$ cat src/rtl/gpio_pkg.sv
// gpio_pkg: shared widths, BCD FSM state type and the double-dabble digit adjust
package gpio_pkg;
  localparam int DATA_WIDTH = 32;
  localparam int BCD_DIGITS = 10;
  localparam int BCD_WIDTH  = 4 * BCD_DIGITS;

  typedef enum logic {IDLE, CONV} bcd_state_t;

  function automatic logic [BCD_WIDTH-1:0] dd_adjust(input logic [BCD_WIDTH-1:0] a);
    logic [BCD_WIDTH-1:0] r;
    r = a;
    for (int i = 0; i < BCD_DIGITS; i++)
      r[i*4 +: 4] = (a[i*4 +: 4] >= 4'd5) ? a[i*4 +: 4] + 4'd3 : a[i*4 +: 4];
    return r;
  endfunction
endpackage

$ cat src/rtl/gpio_periph_bin2bcd_seq.sv
// bin2bcd_seq: sequential double-dabble, one bit per cycle, 32 cycles per conversion
module bin2bcd_seq
  import gpio_pkg::*;
(
  input  logic                  clk,
  input  logic                  rst,
  input  logic                  i_start,
  input  logic [DATA_WIDTH-1:0] i_din,
  output logic                  o_busy,
  output logic                  o_done,
  output logic [BCD_WIDTH-1:0]  o_bcd
);
  bcd_state_t                r_state;
  logic [DATA_WIDTH-1:0]     r_shreg;
  logic [BCD_WIDTH-1:0]      r_acc;
  logic [4:0]                r_step;
  logic [BCD_WIDTH-1:0]      w_adj;
  logic [BCD_WIDTH-1:0]      w_acc_next;
  logic [DATA_WIDTH-1:0]     w_sh_next;

  assign w_adj      = dd_adjust(r_acc);
  assign w_acc_next = {w_adj[BCD_WIDTH-2:0], r_shreg[DATA_WIDTH-1]};
  assign w_sh_next  = {r_shreg[DATA_WIDTH-2:0], 1'b0};
  assign o_busy     = (r_state == CONV);
  assign o_done     = o_busy && (r_step == 5'd31);

  // capture on start, then adjust+shift every cycle; publish the result only when complete
  always_ff @(posedge clk or posedge rst)
    if (rst) begin
      r_state <= IDLE;
      r_shreg <= '0;
      r_acc   <= '0;
      r_step  <= '0;
      o_bcd   <= '0;
    end else if (r_state == IDLE) begin
      if (i_start) begin
        r_shreg <= i_din;
        r_acc   <= '0;
        r_step  <= '0;
        r_state <= CONV;
      end
    end else begin
      r_acc   <= w_acc_next;
      r_shreg <= w_sh_next;
      r_step  <= r_step + 5'd1;
      if (r_step == 5'd31) begin
        o_bcd   <= w_acc_next;
        r_state <= IDLE;
      end
    end
endmodule

$ cat src/rtl/gpio_periph.sv
// gpio_periph: switch sync/debounce to gpio_in, gpio_out to BCD; GPIO_DEBOUNCE_EN enables debounce
module gpio_periph
  import gpio_pkg::*;
#(
  parameter int SW_WIDTH        = 18,
  parameter int DEBOUNCE_CYCLES = 250000
) (
  input  logic                  clk,
  input  logic                  rst,
  input  logic [SW_WIDTH-1:0]   sw,
  output logic [DATA_WIDTH-1:0] gpio_in,
  input  logic [DATA_WIDTH-1:0] gpio_out,
  output logic [BCD_WIDTH-1:0]  bcd,
  output logic                  bcd_valid
);
  logic [SW_WIDTH-1:0]   r_sync1;
  logic [SW_WIDTH-1:0]   r_sync2;
  logic [DATA_WIDTH-1:0] r_src_q;
  logic                  w_busy;
  logic                  w_done;
  logic                  w_start;

  if (SW_WIDTH > DATA_WIDTH || SW_WIDTH < 1 || DEBOUNCE_CYCLES < 2) begin : g_bad_params
    $error("gpio_periph: SW_WIDTH must be 1..32 and DEBOUNCE_CYCLES >= 2");
  end

  // two-flop synchronizer for the asynchronous switch pins
  always_ff @(posedge clk or posedge rst)
    if (rst) begin
      r_sync1 <= '0;
      r_sync2 <= '0;
    end else begin
      r_sync1 <= sw;
      r_sync2 <= r_sync1;
    end

`ifdef GPIO_DEBOUNCE_EN
  localparam int CW = $clog2(DEBOUNCE_CYCLES);
  logic [SW_WIDTH-1:0] r_cand;
  logic [SW_WIDTH-1:0] r_deb;
  logic [CW-1:0]       r_cnt;

  // whole vector must hold still for DEBOUNCE_CYCLES cycles; any bit change restarts the window
  always_ff @(posedge clk or posedge rst)
    if (rst) begin
      r_cand <= '0;
      r_cnt  <= '0;
      r_deb  <= '0;
    end else if (r_sync2 != r_cand) begin
      r_cand <= r_sync2;
      r_cnt  <= '0;
    end else if (r_cnt == CW'(DEBOUNCE_CYCLES - 1)) begin
      r_deb  <= r_cand;
    end else begin
      r_cnt  <= r_cnt + CW'(1);
    end

  assign gpio_in = DATA_WIDTH'(r_deb);
`else
  assign gpio_in = DATA_WIDTH'(r_sync2);
`endif

  assign w_start = !w_busy && (gpio_out != r_src_q);

  // remember which value is being converted; bcd is stale from start until done
  always_ff @(posedge clk or posedge rst)
    if (rst) begin
      r_src_q   <= '0;
      bcd_valid <= 1'b1;
    end else if (w_start) begin
      r_src_q   <= gpio_out;
      bcd_valid <= 1'b0;
    end else if (w_done) begin
      bcd_valid <= 1'b1;
    end

  bin2bcd_seq u_bin2bcd (
    .clk     (clk),
    .rst     (rst),
    .i_start (w_start),
    .i_din   (gpio_out),
    .o_busy  (w_busy),
    .o_done  (w_done),
    .o_bcd   (bcd)
  );
endmodule
$ cat config.mk
export PLATFORM = sky130hd
export DESIGN_NAME = gpio_periph
export DESIGN_NICKNAME = d
export VERILOG_FILES = /design/src/rtl/gpio_pkg.sv /design/src/rtl/gpio_periph_bin2bcd_seq.sv /design/src/rtl/gpio_periph.sv
export SDC_FILE = /design/constraint.sdc
export NUM_CORES = 1
export LEC_CHECK = 0
export CAP_MARGIN = 20
export CORE_ASPECT_RATIO = 1.1
export CORE_UTILIZATION = 45
export CTS_CLUSTER_SIZE = 40
export DETAILED_ROUTE_END_ITERATION = 8
export PLACE_DENSITY = 0.79
export SLEW_MARGIN = 20
export SYNTH_ARGS = -nofsm -noshare
export SYNTH_HDL_FRONTEND = slang
export SYNTH_HIERARCHICAL = 1
export SYNTH_SLANG_ARGS = --single-unit
export TNS_END_PERCENT = 1
$ cat constraint.sdc
create_clock -name clk -period 7.1 [get_ports clk]
set_input_delay 1.775 -clock clk [delete_from_list [all_inputs] [get_ports clk]]
set_output_delay 1.775 -clock clk [all_outputs]
set_load 0.02 [all_outputs]
==> impl.org <==
** Power and ir drop
- In this run the power spent charging and discharging nets is 1.001 mW.
- Sequential group share of total power :: 0.443
- Fraction of power spent switching nets :: 0.3332
- The share of total power dissipated in combinational logic is 0.232.
- Peak supply drop :: 190.7 uV
- The share of total power dissipated in the clock network is 0.325.
- Leak pwr :: 4.351 nW
- The design draws 3.004 mW.
- In this run the power density over the cells is approximately 280 mW/mm^2.
- The internal portion of the total power is 2.003 mW.

** Detailed routing
- The routed design has 19320 um of wire.
- In the final routed layout, each cell accounts on average for 16.38 um.
- The routed layout has 6573 vias.
- For this run, the detailed router's first-pass iteration total came to 5.
- Post-route DRC violation count :: 0
- Vias/cell :: 5.570
- For this block, the initial DRC count from the detailed router was 509.
- In this run the remaining antenna-violating nets after routing total 0.

** Clocking
- The clock passes through at most 2 buffers.
- Clk root buf :: clkbuf_16
- Buffers inserted during post-CTS setup optimization :: 0
- Sinks on Clock Net :: 187
- Maximum level of the CTS H-tree :: 4
- The number of clock buffers added by TritonCTS is 17.
- TritonCTS clock tree :: yes
- Clock network latency to the later pin of the worst-skew pair :: 0.43 ns
- Clock-pin slew of the registers on the worst-case setup and hold paths :: approximately 0.070 ns
- The number of gates resized after CTS was 0.
- Number of buffers added to fix hold violations after cts :: 0

** Synth
- Synthesis handed over a netlist of 839 instances.
- Post-synthesis average cell area :: 10.82 sq um
- After synthesis the cells add up to 0.009080 sq mm.
- Count of warnings emitted by yosys :: 6
- The share of the Yosys chip area taken by registers is 0.5155.
- Number of synthesized flops with an enable pin :: 0
- After synthesis, the netlist uses 51 different library cells.
- Ranking of synthesized cells by area :: dfrtp_1 (51%), mux2_4 (4.6%), nand2_1 (4.2%), mux2i_1 (3.6%), o21ai_0 (3.2%)
- After synthesis the netlist holds a flip-flop and latch count of 187.
- After synthesis, the share of flip-flops with an asynchronous set or reset is 1.000.
- Cell type contributing the most total cell area after synthesis :: dfrtp_1
- Primary FF master, synth :: dfrtp_1
- Share of the synthesized area in the top cell type :: 0.5126

** Layout
- The layout has 1730 filler cells.
- Once layout is complete, the cells apart from fillers number 1180.
- Compared with the post-synthesis result, the final layout area differs by 19.32%.
- Diodes inserted :: 0
- In the final layout, the share of cells above drive strength 1 is 0.08836.
- Nets@finish :: around 1000

** Timing
- Max Transition Viols Final :: 0
- Worst max-slew margin expressed relative to the limit :: 0.3567
- Static timing analysis puts the maximum clock frequency at 238.4 MHz.
- Setup repair after global routing left no endpoint under its margin.
- The number of hold violations in the final report is 0.
- For the finished layout, the period the worst path requires is ~4.2 ns.
- Final critical-path share of the clock period :: 0.5907
- At the pin with the least slew margin, the transition time is approximately 0.96 ns.
- Setup TNS Final :: 0 ns
- Clock skew :: 0.01038 ns
- Count of endpoints failing setup in the final report :: 0

** Critical path
- The critical path in this run is classified as in2reg.
- Data arrival time at the worst-slack endpoint :: 4.51 ns
- The slowest stage of the critical path belongs to the cell buf_4.
- Critical Path End Type :: flop
- CP cell instances :: clkdlybuf4s50_1, xnor2_1, nand4_1, nor4_2, a21oi_4, buf_4, buf_4, mux2_2
- Startpoint type of the worst setup path :: input port
- Stage delay of the slowest cell on the critical path :: 0.82 ns
- Most used cell, CP :: buf_4
- Data required, critical path :: 7.41 ns
- Along the worst path, the maximum fanout reaches 60.

** Place
- In this run, placement finished with an instance count of ~1100.
- The HPWL after detailed placement is 12250 um.
- Input and output buffers added on the ports amount to 110.
- At the end of routability-driven placement, the weighted congestion stood at 0.8278.

** Status
- The flow ran to the end, and the final reports show no timing, DRC or antenna violations.

** Die
- Core outline area :: 0.01980 sq mm
- Die area :: 0.02075 sq mm
- The die is 137.4 um wide.
- The initial utilization of the core area, before any placement, comes to 0.4587.
- The initialized floorplan defines 54 standard-cell rows.
- Measured along the y axis, the die boundary spans 151.0 um.
- Count of pins on the block boundary :: 125

** Global route
- The total overflow left after global routing is 0.
- The number of global-route vias before repair came to 6405.
- Gr usage total :: 0.1989
- Antenna violations before repair :: 0
- Wire length of the first global-routing pass :: 32390 um
- Entering global routing, the biggest net connects between 100 and 150 pins.

** Job
- Max-cap violations in this run came to 0.

** Worst hold path
- Path type of the worst min-delay path :: reg2reg
synth_stat cells, types with 4 or more instances:
cell type / n
nor3b_1: 10
a2111o_1: 14
ha_1: 22
xnor2_1: 33
buf_4: 15
o211ai_1: 4
o22ai_1: 11
nand2b_1: 12
buf_1: 5
nor2b_1: 19
nor4_1: 7
nor3_1: 11
mux2i_1: 33
buf_2: 26
nor2_1: 8
o31ai_1: 17
buf_6: 5
nand3_1: 47
a32oi_1: 8
a311o_1: 9
a21boi_0: 10
clkbuf_1: 22
nand4_1: 11
mux2_4: 28
o21ai_0: 58
mux2_2: 4
nand2_1: 102
a31oi_1: 12
a21oi_1: 11
o311ai_0: 8
or4_1: 9
a211oi_1: 8
inv_1: 27
dfrtp_1: 186
o2111ai_1: 6
cell type report:
type / instances / area (sq um) / area share
clock buffers: 17 / 425.4 / 0.03927
clock inverters: 15 / 176.4 / 0.01628
inverters: 29 / 112.6 / 0.01039
multi-input cells: 563 / 3946 / 0.3642
flip-flops and latches: 187 / 4684 / 0.4324
well taps: 252 / 315.3 / 0.02910
repair buffers: 117 / 1174 / 0.1083
through the flow:
step	utilization	hold WS (ns)	setup WS (ns)	instance area, sq um
after floorplan	-	0.3312	2.196	9129
after global placement	0.5154	0.3311	2.451	10200
after detailed placement	0.5154	0.3347	2.400	10200
after CTS	0.5458	0.3523	2.872	10810
after global routing	0.5473	0.3599	2.752	10830
final	0.5473	0.3503	2.906	10830
layout by cell type (no fill, tap or decap), types with 14 or more instances in the layout:
master | netlist | final
a2111o_1 | 14 | 14
o31ai_1 | 17 | 17
nor2b_1 | 19 | 19
xnor2_1 | 33 | 33
inv_1 | 27 | 24
nand2_1 | 102 | 102
mux2_4 | 28 | 28
conb_1 | 1 | 14
clkbuf_16 | 0 | 17
ha_1 | 22 | 22
mux2i_1 | 33 | 33
clkdlybuf4s50_1 | 0 | 110
nand3_1 | 47 | 47
o21ai_0 | 58 | 58
dfrtp_1 | 186 | 185
sequential cells by signal (all words and copies together), names as in the netlist:
name	count
u_bin2bcd/r_shreg	32
u_bin2bcd/o_bcd	40
r_sync1	18
u_bin2bcd/r_acc	40
r_sync2	18
bcd_valid	1
u_bin2bcd/o_busy	1
r_src_q	32
u_bin2bcd/r_step	5
critical path: cells and delay by family:
family                 cells  cell delay (ns)
buffers and inverters      3             1.70
AO/OA/AOI/OAI              1             0.15
XOR/XNOR                   1             0.18
multiplexers               1             0.42
AND/OR/NAND/NOR            2             0.21
power groups by stage:
stage                     logic (mW)  registers (mW)  clock network [mW]
final                          0.697            1.33               0.976
after detailed placement       0.681            1.34                   0
after global routing           0.795            1.35                1.05
after CTS                      0.690            1.32                1.00
after global placement         0.661            1.34                   0
after floorplan                0.599            1.26                   0
kinds of logic (layout without fill, tap and decap cells):
family	after synthesis	in the layout	synth area share
AND/OR/NAND/NOR	240	240	0.1316
flip-flops	187	187	0.5155
adder cells (fa/ha/maj)	22	22	0.03032
XOR/XNOR	34	34	0.03280
AO/OA/AOI/OAI	188	188	0.1457
other	1	14	0.0004130
buffers and inverters	102	178	0.05608
multiplexers	65	65	0.08764
worst paths after layout:
| path | start | end | slack [ns] | cells after the start |
|---|---|---|---|---|
| max in group asynchronous | rst | u_bin2bcd/o_busy$_DFF_PP0_ | 4.23 | 3 |
| min reg2reg | r_sync1[9]$_DFF_PP0_ | r_sync2[9]$_DFF_PP0_ | 0.35 | 0 |
| min | r_sync1[9]$_DFF_PP0_ | r_sync2[9]$_DFF_PP0_ | 0.35 | 0 |
| max | gpio_out[25] | r_src_q[24]$_DFFE_PP0P_ | 2.91 | 8 |
| min in group asynchronous | rst | u_bin2bcd/r_shreg[4]$_DFFE_PP0P_ | 1.82 | 2 |
| max reg2reg | u_bin2bcd/r_step[0]$_DFFE_PP0P_ | u_bin2bcd/o_bcd[1]$_DFFE_PP0P_ | 3.99 | 7 |
layer usage:
metal,GRT usage,vias to the layer above,part of all wire
li1,-,3151,-
met1,0.2685,3210,0.45
met2,0.3138,189,0.48
met3,0.05556,23,0.058
met4,0.05110,0,0.011
met5,0,-,0
(Power assumes the default switching activity.)
==> edit: new RTL, same flow settings <==
Put a register stage on the output `gpio_in`, with the module's reset. The value now appears one clock later. The other outputs are not delayed to match.
--- a/src/rtl/gpio_periph.sv
+++ b/src/rtl/gpio_periph.sv
@@ -57,7 +57,13 @@
 
   assign gpio_in = DATA_WIDTH'(r_deb);
 `else
-  assign gpio_in = DATA_WIDTH'(r_sync2);
+  always_ff @(posedge clk or posedge rst) begin
+      if (rst) begin
+          gpio_in <= '0;
+      end else begin
+          gpio_in <= DATA_WIDTH'(r_sync2);
+      end
+  end
 `endif
 
   assign w_start = !w_busy && (gpio_out != r_src_q);
Function: changed (Yosys sat finds a counterexample within 4 cycles, from zero or initial values and one cycle with rst high).
==> edit against the original RTL <==
  * Design area is 5.3% higher
  * Core utilization grew 0.52 points
  * Die area rose by 4.9%
  * Sequential cell count increased by 18
  * Routed wire length rose by 4.6%
  * Synthesized area rose by 5.0%
  * Worst setup slack better by 0.063 ns
  * Via count is 2.8% higher
  * Total power rose by 9.1%
  * Critical endpoint is now u_bin2bcd/r_acc[29]$_DFFE_PP0P_
==> edit: results (changes against the original RTL) <==
- Worst hold margin: 0.343 ns (-0.00721 ns)
- Asr flop ratio synth: 100% (unchanged)
- Top post-synthesis cells by area: dfrtp_1 54%, mux2_4 4.4%, nand2_1 4.0%, mux2i_1 3.5%, o21ai_0 3.0%
- Clock Path Buffers: 3 (+1)
- Clk_skew: 0.0212 ns (+0.0108 ns)
- Critical Path Fanout Max: 20 (-67%)
- Reg2reg start: u_bin2bcd/o_busy$_DFF_PP0_
- Slowest cell on the critical path: clkinv_1
- Worst-margin pin slew: 0.841 ns (-0.124 ns)
- First-pass GRT wire length: 33500 um (+3.3%)
- Final nets: 1011 (+2.2%)
- Sequential area share after synthesis: 53.8% (+2.3 points)
- Max VDD drop: 0.176 mV (-7.8%)
- Largest net degree at the start of global routing: 88 (-25%)
- Worst-Skew Late Latency: 0.51 ns (+0.08 ns)
- Switching Fraction: 30.8% (-2.5 points)
- Hold path depth: 0 (unchanged)
- Reg2Reg Depth: 5 (-2)
- Type of the worst min-delay path: flip-flop to flip-flop
- HP Start: r_sync1[17]$_DFF_PP0_
- DPL Wire Length: 12900 um (+5.6%)
- Diode count: 0 (unchanged)
- Share of cells above drive strength 1: 8.62% (-0.21 points)
- Synth Warn #: 6 (unchanged)
- Reg2reg end: u_bin2bcd/r_acc[29]$_DFFE_PP0P_
- Worst R2R Setup Slack: 3.91 ns (-0.08 ns)
- Vias in the first global route: 6646 (+3.8%)
- PortBufs: 110 (unchanged)
- Hold Path Sink: r_sync2[17]$_DFF_PP0_
- Data arrival, critical path: 4.50 ns (about the same)
- Netlist cell types: 51 (unchanged)
- Num CTS Buffers: 22 (+5)
- First-pass iteration count of the detailed router: 5 (unchanged)
- Placer Congestion: 0.827 (-0.12%)
- Status: completed
- Max stage delay on crit path: 0.76 ns (-0.06 ns)
- Htree depth: 1 (-3)
- Commonest cells in the netlist: 204 x dfrtp_1, 102 x nand2_1, 58 x o21ai_0
- Global Route Usage Sum: 18.9% (-1.0 points)
- DRT iter0 DRCs: 398 (-22%)
- Leak: 4.62 nW (+6.2%)
- Yosys top cell by area: dfrtp_1
- Routed wire length: 20200 um (+4.6%)
- Vias: 6758 (+2.8%)
- Worst-path clk slew: 0.06 ns
## edit: cell types whose count changed after synthesis
cell	delta
dfrtp_1	+18
## edit: cells by family (layout without fill, tap and decap cells)
group	count (synthesis)	count (layout)	synth area share, %
multiplexers	65	65	8.35
other	1	14	0.0393
AND/OR/NAND/NOR	240	240	12.5
flip-flops	205	205	53.8
buffers and inverters	102	183	5.34
AO/OA/AOI/OAI	188	188	13.9
XOR/XNOR	34	34	3.12
adder cells (fa/ha/maj)	22	22	2.89
## edit: power by group through the flow
stage	clock, W	combinational, W	sequential [W]
floorplan	0	0.000600	0.00137
global placement	0	0.000658	0.00145
detailed placement	0	0.000678	0.00146
CTS	0.00117	0.000687	0.00144
global route	0.00122	0.000780	0.00146
finish	0.00115	0.000690	0.00144
## edit: area by class of cell
cell class                      instances  area [um2]
Timing Repair Buffer                  116        1150
Tap cell                              256         320
Multi-Input combinational cell        563        3950
Sequential cell                       205        5130
Fill cell                            1718        9240
Clock inverter                          8         121
Inverter                               29         113
Clock buffer                           30         621
## edit: how the worst max path moves through the flow
stage	start	end	slack [ns]	cells past startpoint
global placement	gpio_out[31]	u_bin2bcd/r_acc[1]$_DFFE_PP0P_	2.53	8
CTS	gpio_out[8]	u_bin2bcd/r_acc[29]$_DFFE_PP0P_	2.95	8
floorplan	rst	u_bin2bcd/o_bcd[0]$_DFFE_PP0P_	2.20	1
detailed placement	gpio_out[15]	u_bin2bcd/r_acc[29]$_DFFE_PP0P_	2.48	8
finish	gpio_out[8]	u_bin2bcd/r_acc[29]$_DFFE_PP0P_	2.97	8
global route	gpio_out[15]	u_bin2bcd/r_acc[9]$_DFFE_PP0P_	2.78	8
## edit: per-stage QoR
step | worst slack [ns] | utilization (%) | cells | power [W] | area, um2
3_3_place_gp | 2.53 | 51.6 | 1169 | 0.00211 | 10700
6_report | 2.97 | 55.2 | 1207 | 0.00328 | 11400
4_1_cts | 2.95 | 55.2 | 1207 | 0.00330 | 11400
2_1_floorplan | 2.20 | - | 870 | 0.00197 | 9580
3_5_place_dp | 2.48 | 51.6 | 1169 | 0.00214 | 10700
5_1_grt | 2.78 | 55.2 | 1207 | 0.00346 | 11400
## edit: routing by layer
layer	vias to the layer above	track usage, %	routed length (um)
li1	3210	-	-
met1	3302	24.6	8610
met2	206	31.7	9910
met3	40	3.75	1160
met4	0	5.80	518
met5	-	0	0
